$ cat src/rtl/afe_att_spi_writer_pkg.sv
// Shared types and constants for the AFE step-attenuator SPI writer.
package dsbpm_afe_pkg;

   typedef enum logic [2:0] {
      IDLE,
      SHIFT,
      LE_SETUP,
      LE_PULSE,
      GUARD
   } afe_spi_state_t;

   localparam int AFE_ATT_BITS = 6;

   // Counter width that stays at least one bit wide for degenerate ranges.
   function automatic int cnt_width(input int n);
      return (n > 1) ? $clog2(n) : 1;
   endfunction

endpackage

$ cat src/rtl/afe_att_spi_writer_if.sv
// CSR-side request/status bundle of the attenuator SPI writer.
interface afe_att_spi_writer_if
   import dsbpm_afe_pkg::*;
#(
   parameter int DATA_WIDTH = 24,
   parameter int AFE_COUNT  = 2
);
   localparam int SEL_W = cnt_width(AFE_COUNT);

   logic                  start;
   logic [SEL_W-1:0]      afeSel;
   logic [DATA_WIDTH-1:0] wrData;
   logic                  clrOverrun;
   logic                  busy;
   logic                  done;
   logic                  overrun;

   modport master (
      output start, afeSel, wrData, clrOverrun,
      input  busy, done, overrun
   );

   modport slave (
      input  start, afeSel, wrData, clrOverrun,
      output busy, done, overrun
   );
endinterface

$ cat src/rtl/afe_att_spi_writer_tick.sv
// Half-period strobe: tick is high in the last cycle of every CLK_DIV-cycle phase.
module afe_spi_tick
   import dsbpm_afe_pkg::*;
#(
   parameter int CLK_DIV = 5
) (
   input  logic sysClk,
   input  logic sysReset,
   input  logic restart,
   output logic tick
);
   localparam int CW = cnt_width(CLK_DIV);

   logic [CW-1:0] cnt;

   assign tick = (cnt == CW'(CLK_DIV - 1));

   always_ff @(posedge sysClk or posedge sysReset) begin
      if (sysReset) begin
         cnt <= '0;
      end else if (restart || tick) begin
         cnt <= '0;
      end else begin
         cnt <= cnt + 1'b1;
      end
   end
endmodule

$ cat src/rtl/afe_att_spi_writer.sv
// Write-only SPI master: shifts one attenuator word into the selected AFE board, then latches it.
module afe_att_spi_writer
   import dsbpm_afe_pkg::*;
#(
   parameter int DATA_WIDTH = 24,
   parameter int CLK_DIV    = 5,
   parameter int AFE_COUNT  = 2
) (
   input  logic                 sysClk,
   input  logic                 sysReset,
   afe_att_spi_writer_if.slave  csr,
   output logic [AFE_COUNT-1:0] AFE_SPI_CLK,
   output logic [AFE_COUNT-1:0] AFE_SPI_SDI,
   output logic [AFE_COUNT-1:0] AFE_SPI_LE
);
   localparam int SEL_W = cnt_width(AFE_COUNT);
   localparam int BIT_W = $clog2(DATA_WIDTH + 1);

   afe_spi_state_t        state, state_n;
   logic                  phase_hi, phase_hi_n;
   logic [BIT_W-1:0]      bit_cnt, bit_cnt_n;
   logic [DATA_WIDTH-1:0] shift_reg, shift_n;
   logic [SEL_W-1:0]      sel, sel_n;
   logic                  tick;
   logic                  done_n, overrun_n;
   logic [AFE_COUNT-1:0]  clk_n, sdi_n, le_n;

   afe_spi_tick #(
      .CLK_DIV (CLK_DIV)
   ) u_tick (
      .sysClk   (sysClk),
      .sysReset (sysReset),
      .restart  (state == IDLE),
      .tick     (tick)
   );

   always_comb begin
      state_n    = state;
      phase_hi_n = phase_hi;
      bit_cnt_n  = bit_cnt;
      shift_n    = shift_reg;
      sel_n      = sel;
      done_n     = 1'b0;
      case (state)
         IDLE: begin
            if (csr.start) begin
               state_n    = SHIFT;
               phase_hi_n = 1'b0;
               bit_cnt_n  = '0;
               shift_n    = csr.wrData;
               sel_n      = csr.afeSel;
            end
         end
         SHIFT: begin
            if (tick) begin
               if (!phase_hi) begin
                  phase_hi_n = 1'b1;
               end else begin
                  phase_hi_n = 1'b0;
                  bit_cnt_n  = bit_cnt + 1'b1;
                  // The last bit stays on SDI through latch setup, so no shift on exit.
                  if (bit_cnt == BIT_W'(DATA_WIDTH - 1)) begin
                     state_n = LE_SETUP;
                  end else begin
                     shift_n = shift_reg << 1;
                  end
               end
            end
         end
         LE_SETUP: if (tick) state_n = LE_PULSE;
         LE_PULSE: if (tick) state_n = GUARD;
         GUARD: begin
            if (tick) begin
               state_n = IDLE;
               done_n  = 1'b1;
            end
         end
         default: state_n = IDLE;
      endcase
   end

   always_comb begin
      overrun_n = csr.overrun;
      if (csr.start && (state != IDLE)) begin
         overrun_n = 1'b1;
      end else if (csr.clrOverrun) begin
         overrun_n = 1'b0;
      end
   end

   // Pin values are derived from the next state so they can be registered with no lag.
   always_comb begin
      clk_n = '0;
      sdi_n = '0;
      le_n  = '0;
      for (int i = 0; i < AFE_COUNT; i++) begin
         if (sel_n == SEL_W'(i)) begin
            clk_n[i] = (state_n == SHIFT) && phase_hi_n;
            sdi_n[i] = ((state_n == SHIFT) || (state_n == LE_SETUP) || (state_n == LE_PULSE))
                       && shift_n[DATA_WIDTH-1];
            le_n[i]  = (state_n == LE_PULSE);
         end
      end
   end

   always_ff @(posedge sysClk or posedge sysReset) begin
      if (sysReset) begin
         state       <= IDLE;
         phase_hi    <= 1'b0;
         bit_cnt     <= '0;
         csr.busy    <= 1'b0;
         csr.done    <= 1'b0;
         csr.overrun <= 1'b0;
         AFE_SPI_CLK <= '0;
         AFE_SPI_SDI <= '0;
         AFE_SPI_LE  <= '0;
      end else begin
         state       <= state_n;
         phase_hi    <= phase_hi_n;
         bit_cnt     <= bit_cnt_n;
         csr.busy    <= (state_n != IDLE);
         csr.done    <= done_n;
         csr.overrun <= overrun_n;
         AFE_SPI_CLK <= clk_n;
         AFE_SPI_SDI <= sdi_n;
         AFE_SPI_LE  <= le_n;
      end
   end

   always_ff @(posedge sysClk) begin
      shift_reg <= shift_n;
      sel       <= sel_n;
   end
endmodule

$ cat src/flat_wrapper.sv
// flat-port wrapper written by rule: the top's interface ports become plain ports
module afe_att_spi_writer_flat import dsbpm_afe_pkg::*;
#(
   parameter int DATA_WIDTH = 24,
   parameter int CLK_DIV    = 5,
   parameter int AFE_COUNT  = 2
)
  (sysClk, sysReset, AFE_SPI_CLK, AFE_SPI_SDI, AFE_SPI_LE, csr_start, csr_afeSel, csr_wrData, csr_clrOverrun, csr_busy, csr_done, csr_overrun);
  afe_att_spi_writer_if #(.DATA_WIDTH(DATA_WIDTH), .AFE_COUNT(AFE_COUNT)) csr_i ();
  input  logic sysClk;
  input  logic sysReset;
  output logic [AFE_COUNT-1:0] AFE_SPI_CLK;
  output logic [AFE_COUNT-1:0] AFE_SPI_SDI;
  output logic [AFE_COUNT-1:0] AFE_SPI_LE;
  input wire logic [$bits(csr_i.start)-1:0] csr_start;
  input wire logic [$bits(csr_i.afeSel)-1:0] csr_afeSel;
  input wire logic [$bits(csr_i.wrData)-1:0] csr_wrData;
  input wire logic [$bits(csr_i.clrOverrun)-1:0] csr_clrOverrun;
  output wire logic [$bits(csr_i.busy)-1:0] csr_busy;
  output wire logic [$bits(csr_i.done)-1:0] csr_done;
  output wire logic [$bits(csr_i.overrun)-1:0] csr_overrun;
  assign csr_i.start = csr_start;
  assign csr_i.afeSel = csr_afeSel;
  assign csr_i.wrData = csr_wrData;
  assign csr_i.clrOverrun = csr_clrOverrun;
  assign csr_busy = csr_i.busy;
  assign csr_done = csr_i.done;
  assign csr_overrun = csr_i.overrun;
  afe_att_spi_writer #(.DATA_WIDTH(DATA_WIDTH), .CLK_DIV(CLK_DIV), .AFE_COUNT(AFE_COUNT)) u_core (.sysClk(sysClk), .sysReset(sysReset), .csr(csr_i), .AFE_SPI_CLK(AFE_SPI_CLK), .AFE_SPI_SDI(AFE_SPI_SDI), .AFE_SPI_LE(AFE_SPI_LE));
endmodule
$ cat config.mk
export PLATFORM = sky130hd
export DESIGN_NAME = afe_att_spi_writer_flat
export DESIGN_NICKNAME = d
export VERILOG_FILES = /design/src/rtl/afe_att_spi_writer_pkg.sv /design/src/rtl/afe_att_spi_writer_if.sv /design/src/rtl/afe_att_spi_writer_tick.sv /design/src/rtl/afe_att_spi_writer.sv /design/src/flat_wrapper.sv
export SDC_FILE = /design/constraint.sdc
export NUM_CORES = 1
export LEC_CHECK = 0
export CAP_MARGIN = 20
export CORE_MARGIN = 3
export CORE_UTILIZATION = 45
export DETAILED_ROUTE_END_ITERATION = 7
export PLACE_DENSITY = 0.71
export SLEW_MARGIN = 20
export SYNTH_ARGS = -nofsm -noshare
export SYNTH_HDL_FRONTEND = slang
export SYNTH_SLANG_ARGS = --single-unit
$ cat constraint.sdc
create_clock -name sysClk -period 5.75 [get_ports sysClk]
set_input_delay 0.8625 -clock sysClk [delete_from_list [all_inputs] [get_ports sysClk]]
set_output_delay 0.8625 -clock sysClk [all_outputs]
set_load 0.02 [all_outputs]
==> After elaboration in Yosys (flattened, before gate mapping) <==
Index checks and enable logic that the tools add are counted.
{ "totals": {"ff_bits": 46, "inputBits": 29, "out_inout_bits": 9, "word_cells": 75} }
{ "classes": {"add_sub_neg": 2, "eq_ne": 13, "mux": 34, "n_reduce_logical": 13} }
{ "op_table": {"columns": ["cell", "n"], "rows": [
  ["two-way mux 24 bit", 4],
  ["case mux 24 bit (2 select lines)", 1],
  ["two-way mux 3 bit", 8],
  ["two-way mux 1 bit", 15],
  ["two-way mux 5 bit", 3],
  ["case mux 3 bit (5 select lines)", 1],
  ["equality test 3 x 2 -> 1 bit, second input constant", 4],
  ["case mux 5 bit (2 select lines)", 1],
  ["equality test 3 x 1 -> 1 bit, second input constant", 2],
  ["equality test 3 bit, second input constant", 2],
  ["!= test 2 bit, second input constant", 3],
  ["nonzero test 3 bit", 2],
  ["adder 5 x 1 -> 5 bit, second input constant", 1],
  ["equality test 5 bit, second input constant", 1],
  ["AND reduction 5 bit", 1],
  ["AND reduction 4 bit", 1],
  ["nonzero test 2 bit", 2],
  ["adder 3 x 1 -> 3 bit, second input constant", 1],
  ["logical AND 1 bit", 3],
  ["logical NOT 3 bit", 1],
  ["logical OR 1 bit", 3],
  ["!= test 2 x 1 -> 1 bit, second input constant", 1],
  ["case mux 1 bit (2 select lines)", 1]
]} }

==> Longest topological paths before layout <==
Gate-level depths: netlist of run 1.
{ "logic_depth": {"word_depth": 10, "depth_mapped": 8, "mapped_depth_nobuf": 6} }

==> Hierarchy <==
Synthesis of run 1 repeated with hierarchy kept, for this count alone.
{ "unflattened": {"hier_cells": 160, "area_unflattened_um2": 2063.2} }
{ "by_module_without_submodules": {"columns": ["module", "instances", "cells_per_inst", "area_each_um2", "seq_area_each_um2"], "rows": [
  ["afe_att_spi_writer", 1, 146, 1909.3, 1181.1],
  ["afe_spi_tick", 1, 14, 153.9, 75.1]
]} }

==> Least setup slack after synthesis of run 1 <==
OpenSTA, ideal clock, no wires.
{ "synth_timing": {"path_kind": "in2reg", "from": "input csr_start", "to": "register u_core.shift_reg[0], enable pin", "setup_ps": 381, "t_arrival_ps": 1969, "required_ps": 5369, "slack_ps": 3400, "path_stages": 3, "path_buffers": 1, "cell_sequence": "nor4b_4 > buf_2 > or2_1"} }
{ "synth_between": {"elab_chain_len": 2} }
{ "synth_lines": {"columns": ["item", "line", "text"], "rows": [
  ["from (decl)", "flat_wrapper.sv:15", "input wire logic [$bits(csr_i.start)-1:0] csr_start;"],
  ["!= test 2 bit (no source line)", null, null],
  ["AND reduction 5 bit (no source line)", null, null],
  ["to (signal assigned)", "afe_att_spi_writer.sv:131", "shift_reg <= shift_n;"],
  ["to (decl)", "afe_att_spi_writer.sv:22", "logic [DATA_WIDTH-1:0] shift_reg, shift_n;"]
]} }
No other way between the ends.
A chain may end at the register's enable or synchronous reset.

==> Worst setup path after layout of run 1 <==
{ "layout_timing": {"from": "register u_core.state[0]", "to": "register u_core.shift_reg[18], enable pin"} }
{ "layout_between": {"elab_chain_len": 3, "word_cells_on_any_way": 8, "classes_between": "eq/ne (5); reduce/logical (3)"} }
{ "layout_lines": {"columns": ["item", "line", "text"], "rows": [
  ["from (decl)", "afe_att_spi_writer.sv:19", "afe_spi_state_t state, state_n;"],
  ["from (signal assigned)", "afe_att_spi_writer.sv:118", "state <= state_n;"],
  ["equality test 3 x 1 -> 1 bit or logical NOT 3 bit (tied branches)", "afe_att_spi_writer.sv:44", "case (state)"],
  ["!= test 2 x 1 -> 1 bit (no source line) (tied with other cells)", null, null],
  ["AND reduction 5 bit (no source line) *", null, null]
]} }
Every way passes the cells marked *; elsewhere a longest branch is shown, timed or not.

==> results of run 1 <==
[metrics by stage]
stage               power, uW  hold WS [ns]  std cells  setup WS (ns)  util [%]
detailed placement        759         0.466        235           2.56      57.5
finish                    941         0.477        243           2.60      59.5
floorplan                 668         0.443        158           3.40         -
global route             1000         0.498        243           2.34      59.5
global placement          741         0.453        235           2.68      57.5
CTS                       951         0.479        243           2.56      59.5
[worst max-delay path: cells and delay by family, from the launching register on]
kind             cells  cell delay, ns
AND/OR/NAND/NOR      3            2.25
flip-flops           1            0.53
[final timing paths]
check,end,slack [ns],cells past startpoint,from
worst max-delay path,u_core.shift_reg[18],2.60,3,u_core.state[0]
worst min-delay path,u_core.u_tick.cnt[0],0.48,1,u_core.u_tick.cnt[0]
worst max register to register,u_core.shift_reg[18],2.60,3,u_core.state[0]
worst min register to register,u_core.u_tick.cnt[0],0.48,1,u_core.u_tick.cnt[0]
max in group asynchronous,u_core.u_tick.cnt[0],4.24,2,sysReset
min in group asynchronous,u_core.AFE_SPI_CLK[1],1.01,2,sysReset
[cell type report]
cell class / count / area, sq um / area share (%)
Sequential cell: 46 / 1260 / 50.9
Clock buffer: 6 / 72.6 / 2.94
Tap cell: 50 / 62.6 / 2.54
Timing Repair Buffer: 38 / 378 / 15.3
Multi-Input combinational cell: 94 / 658 / 26.7
Inverter: 7 / 26.3 / 1.06
Clock inverter: 2 / 13.8 / 0.558
[layer usage]
layer / track usage (%) / vias up / share of wire [%] / wire [um]
li1: - / 646 / - / -
met1: 20.8 / 624 / 46 / 1700
met2: 23.8 / 30 / 48 / 1790
met3: 5.10 / 2 / 4.8 / 177
met4: 4.30 / 0 / 0.60 / 22
met5: 0 / - / 0 / 0
[cells in the final DEF (no fill, tap or decap), types with 2 or more instances in the layout]
cell	Yosys	routed
clkbuf_8	0	5
xnor2_1	2	2
ha_1	3	3
nand2_1	9	9
xor2_1	3	3
o21ai_0	4	4
dfxtp_1	2	2
nor2_1	12	12
edfxtp_1	23	23
nand3_1	5	5
clkdlybuf4s50_1	0	37
and3_1	6	6
mux2i_1	4	4
and2_1	2	2
o21ai_1	3	3
nor3_1	5	5
inv_1	6	6
a21oi_1	2	2
dfrtp_1	21	21
a22o_1	23	23
[power by group]
part | switching, uW | internal [uW] | leakage [uW]
logic | 151 | 125 | 0.000448
clock network | 104 | 85.8 | 0.0000452
registers | 42.5 | 432 | 0.000510
total | 298 | 643 | 0.00100
[logic make-up (layout without fill, tap and decap cells)]
group / after synthesis / count (layout)
DFF: 46 / 46
and+or+nand+nor: 46 / 46
AOI/OAI and AO/OA: 35 / 35
buffers and inverters: 18 / 53
xor gates and xnor gates: 5 / 5
muxes: 5 / 5
adders and majority gates: 3 / 3
==> flow_summary.json, run 1 <==
{
  "status": "completed",
  "grt_start_max_net_pins": 33,
  "cp_max_fo": 24,
  "finalSetupTns_ns": 0,
  "hold_viol": 0,
  "tightest_slew_ns": 0.929,
  "max_freq_ghz": 0.318,
  "synth_flop_cell": "edfxtp_1",
  "die_area_sq_mm": 0.00528,
  "port-buffer-count": 37,
  "grt_pass1_wl_um": 6200,
  "syn_nets": 190,
  "via_count": 1302,
  "clock-root-buffer": "clkbuf_8",
  "coreArea_sq_mm": 0.00414,
  "synth_xor_area_share_pct": 2.19,
  "cts_tree": "done",
  "rsz0062_at_grt": "false",
  "clkSlewWorstSetupHoldPaths_ns": 0.08,
  "drc": 0,
  "relSlewSlack_pct": 38.0,
  "cts_buffer_depth": 2,
  "skew_ns": 0.0105,
  "via_per_inst": 5.36,
  "io-pin-count": 38,
  "die_y_um": 72.7,
  "peakVddDrop_uv": 194,
  "yosysSeqAreaShare_pct": 62.8,
  "synth_mux_area_share_pct": 2.57,
  "grt.overflow.total": 0,
  "drive_gt1_share_pct": 6.22,
  "synthTopCellsByArea": "edfxtp_1 (35%), dfrtp_1 (26%), a22o_1 (10%)",
  "hp-class": "reg2reg",
  "drv_slew": 0,
  "largest_reg_flops": 24,
  "postSynthAreaPerCell_sq_um": 12.7,
  "crit_type": "reg2reg",
  "syn_inst": 158,
  "synth_top_area_share_pct": 34.5,
  "ys_seq_elements": 46,
  "track_usage_pct": 15.4,
  "synth_compound_area_share_pct": 13.7,
  "required_ns": 5.67,
  "rows": 23,
  "power_density_mw_per_mm2": 381,
  "wl_per_cell_um": 15.2,
  "synthTopCellsByCount": "a22o_1 (23), edfxtp_1 (23), dfrtp_1 (21)",
  "drt_wl_total_um": 3700,
  "diodes": 0,
  "drt_iter0_drc": 56,
  "cts.repair.resized": 0,
  "initial_utilization_pct": 48.2,
  "dp_hpwl_um": 2600,
  "n_fill_cell": 332,
  "die_w_um": 72.7,
  "finalInstanceArea_sq_mm": 0.00247,
  "setup_viol": 0,
  "post_cts_buffers": 0,
  "clock_sinks": 46,
  "fin_crit_ns": 3.15,
  "cts_made_buffers": 5,
  "worstSetupStartpointType": "flip-flop",
  "syn_to_final_growth_pct": 23.4,
  "place.gp.congestion": 0.805,
  "first_global_vias": 1315,
  "antenna_left": 0,
  "clkLatencyLatePin_ns": 0.30,
  "synth-warning-count": 0,
  "cap_violations": 0,
  "synth_top_family_by_area": "compound AO/OA/AOI/OAI gates",
  "dpl-instance-area_sq_mm": 0.00238,
  "p_leak_uw": 0.00100,
  "yosys.area_share.simple_pct": 12.6,
  "async_flop_share_pct": 45.7,
  "nets": 224,
  "synth_top_area_cell": "edfxtp_1",
  "ctsHoldBuffers": 0,
  "crit_chain": "nor3b_2 -> and3_1 -> or2_1",
  "antenna_found_initial": 0,
  "htreeDepth": 2,
  "netlist_area_sq_mm": 0.00200,
  "end_kind": "flip-flop",
  "first_pass_iters": 4,
  "synth-adder-area-share_pct": 1.88,
  "critical_path.slowest_cell": "or2_1",
  "cp.arrival_ns": 3.06,
  "cpPeakStageDelay_ns": 0.82,
  "fin_crit_sh_pct": 54.7,
  "synth_edf_count": 23,
  "synth.distinct_cells": 33
}
Note: power is estimated with default switching activity, not from simulation.
==> run 2, diff against run 1 <==
clock period = 3.1 ns   (was 5.75 ns; I/O delays follow)
==> run 2 against run 1 <==
Register-to-register slack worse by 1.5 ns. Clock skew down 0.0017 ns. First-iteration DRC count up 54%. Worst setup slack worse by 1.5 ns. Critical path depth up 3. Maximum frequency up 58%. Sequential power up 86%. Core utilization up 0.94 points. Count of clock-buffer cells in the layout unchanged. Non-clock buffer count up 4. Design area up 1.6%. Largest cell class unchanged.
==> flow_summary.json, run 2 (synthesis results as in run 1) <==
{
  "status": "completed",
  "wl_per_cell_um": 16.1,
  "tightest_slew_ns": 0.804,
  "crit_cells": 6,
  "power_density_mw_per_mm2": 716,
  "p_seq_share_pct": 49.2,
  "drv_slew": 0,
  "coreArea_sq_mm": 0.00414,
  "fin_crit_ns": 1.99,
  "crit_chain": "inv_1 -> ha_1 -> and3_1 -> and3_1 -> or2_1 -> buf_4",
  "cp_num_buf_inv": 2,
  "cts_made_buffers": 5,
  "largest_reg_flops": 24,
  "setup_viol": 0,
  "p_leak_uw": 0.00103,
  "peakVddDrop_uv": 389,
  "die_w_um": 72.7,
  "final_common_cell": "clkdlybuf4s50_1",
  "cp.arrival_ns": 1.97,
  "drt_iter0_drc": 86,
  "relSlewSlack_pct": 46.3,
  "crit_type": "reg2reg",
  "clkSlewWorstSetupHoldPaths_ns": 0.08,
  "cpMostUsedCell": "and3_1",
  "io-pin-count": 38,
  "setup_ws_ns": 1.11,
  "cp_top_family": "simple AND/OR/NAND/NOR gates",
  "skew_ns": 0.00882,
  "max_freq_ghz": 0.502,
  "hp-class": "reg2reg",
  "ctsHoldBuffers": 0,
  "rrSetupSlack_ns": 1.11,
  "rows": 23,
  "dp_hpwl_um": 2770,
  "cts.repair.resized": 0,
  "hold_viol": 0,
  "worstSetupStartpointType": "flip-flop",
  "critical_path.slowest_cell": "dfrtp_1",
  "final_cell_mix": "clkdlybuf4s50_1 (37), a22o_1 (23), edfxtp_1 (23)",
  "cts_buffer_depth": 2,
  "grt_start_max_net_pins": 24,
  "finalSetupTns_ns": 0,
  "cap_violations": 0,
  "crit_end": "u_core.shift_reg[20]",
  "via_per_inst": 5.42,
  "cpPeakStageDelay_ns": 0.40,
  "track_usage_pct": 16.3,
  "drt_wl_total_um": 3980,
  "rr_worst_depth": 6,
  "internal-power_uw": 1230,
  "port-buffer-count": 37,
  "cp_max_fo": 23,
  "rsz0062_at_grt": "false",
  "clkPwrFrac_pct": 21.2,
  "place.gp.congestion": 0.814,
  "initial_utilization_pct": 48.2,
  "clock-root-buffer": "clkbuf_8",
  "syn_to_final_growth_pct": 25.3,
  "startpoint": "u_core.u_tick.cnt[1]",
  "r2r-start": "u_core.u_tick.cnt[1]",
  "combinationalPowerShare_pct": 29.6,
  "switching_share_pct": 31.6,
  "cts_tree": "done",
  "grt.overflow.total": 0,
  "worst_hold_slack_ns": 0.473,
  "antenna_found_initial": 0,
  "r2r-end": "u_core.shift_reg[20]",
  "first_pass_iters": 4,
  "p_sw_uw": 568,
  "required_ns": 3.07,
  "end_kind": "flip-flop",
  "fin_crit_sh_pct": 64.2,
  "antenna_left": 0,
  "post_cts_buffers": 0,
  "drive_gt1_share_pct": 8.63,
  "diodes": 0,
  "die_area_sq_mm": 0.00528,
  "pre_cts_ws_ns": 0.918,
  "die_y_um": 72.7,
  "grt_pass1_wl_um": 6530,
  "drc": 0,
  "clkLatencyLatePin_ns": 0.30,
  "nets": 228,
  "first_global_vias": 1338,
  "clock_sinks": 46,
  "via_count": 1338,
  "htreeDepth": 2
}
-- run 2: worst min path at each step --
stage | start | to | slack [ns] | cells past startpoint
final | u_core.u_tick.cnt[0] | u_core.u_tick.cnt[0] | 0.47 | 1
after global placement | u_core.u_tick.cnt[0] | u_core.u_tick.cnt[0] | 0.46 | 1
after floorplan | sysReset | u_core.AFE_SPI_CLK[0] | 0.44 | 1
after global routing | u_core.u_tick.cnt[0] | u_core.u_tick.cnt[0] | 0.50 | 1
after CTS | u_core.u_tick.cnt[0] | u_core.u_tick.cnt[0] | 0.48 | 1
after detailed placement | u_core.u_tick.cnt[0] | u_core.u_tick.cnt[0] | 0.46 | 1
-- run 2: cell type report --
cell class	instances	area, sq um
Fill cell	346	1640
Clock inverter	2	12.5
Inverter	7	26.3
Tap cell	50	62.6
Timing Repair Buffer	42	408
Clock buffer	6	82.6
Multi-Input combinational cell	94	658
Sequential cell	46	1260
-- run 2: metal layers --
metal | part of all wire, % | track usage, % | vias up
met3 | 3.5 | 4.96 | 8
met2 | 48 | 25.2 | 26
met4 | 1.4 | 4.30 | 0
met5 | 0 | 0 | -
li1 | - | - | 652
met1 | 47 | 22.6 | 652
-- run 2: power groups by stage --
stage                     Sequential, uW  Combinational, uW  Clock [uW]
after floorplan                      894                344           0
after global placement               886                511           0
after detailed placement             897                531           0
after CTS                            883                535         394
after global routing                 898                584         421
final                                883                531         381
-- run 2: through the flow --
step | cells | instance area [sq um] | power, uW | util (%)
after floorplan | 158 | 2000 | 1240 | -
after global placement | 239 | 2410 | 1400 | 58.2
after detailed placement | 239 | 2410 | 1430 | 58.2
after global routing | 247 | 2510 | 1900 | 60.5
after CTS | 247 | 2510 | 1810 | 60.5
final | 247 | 2510 | 1800 | 60.5
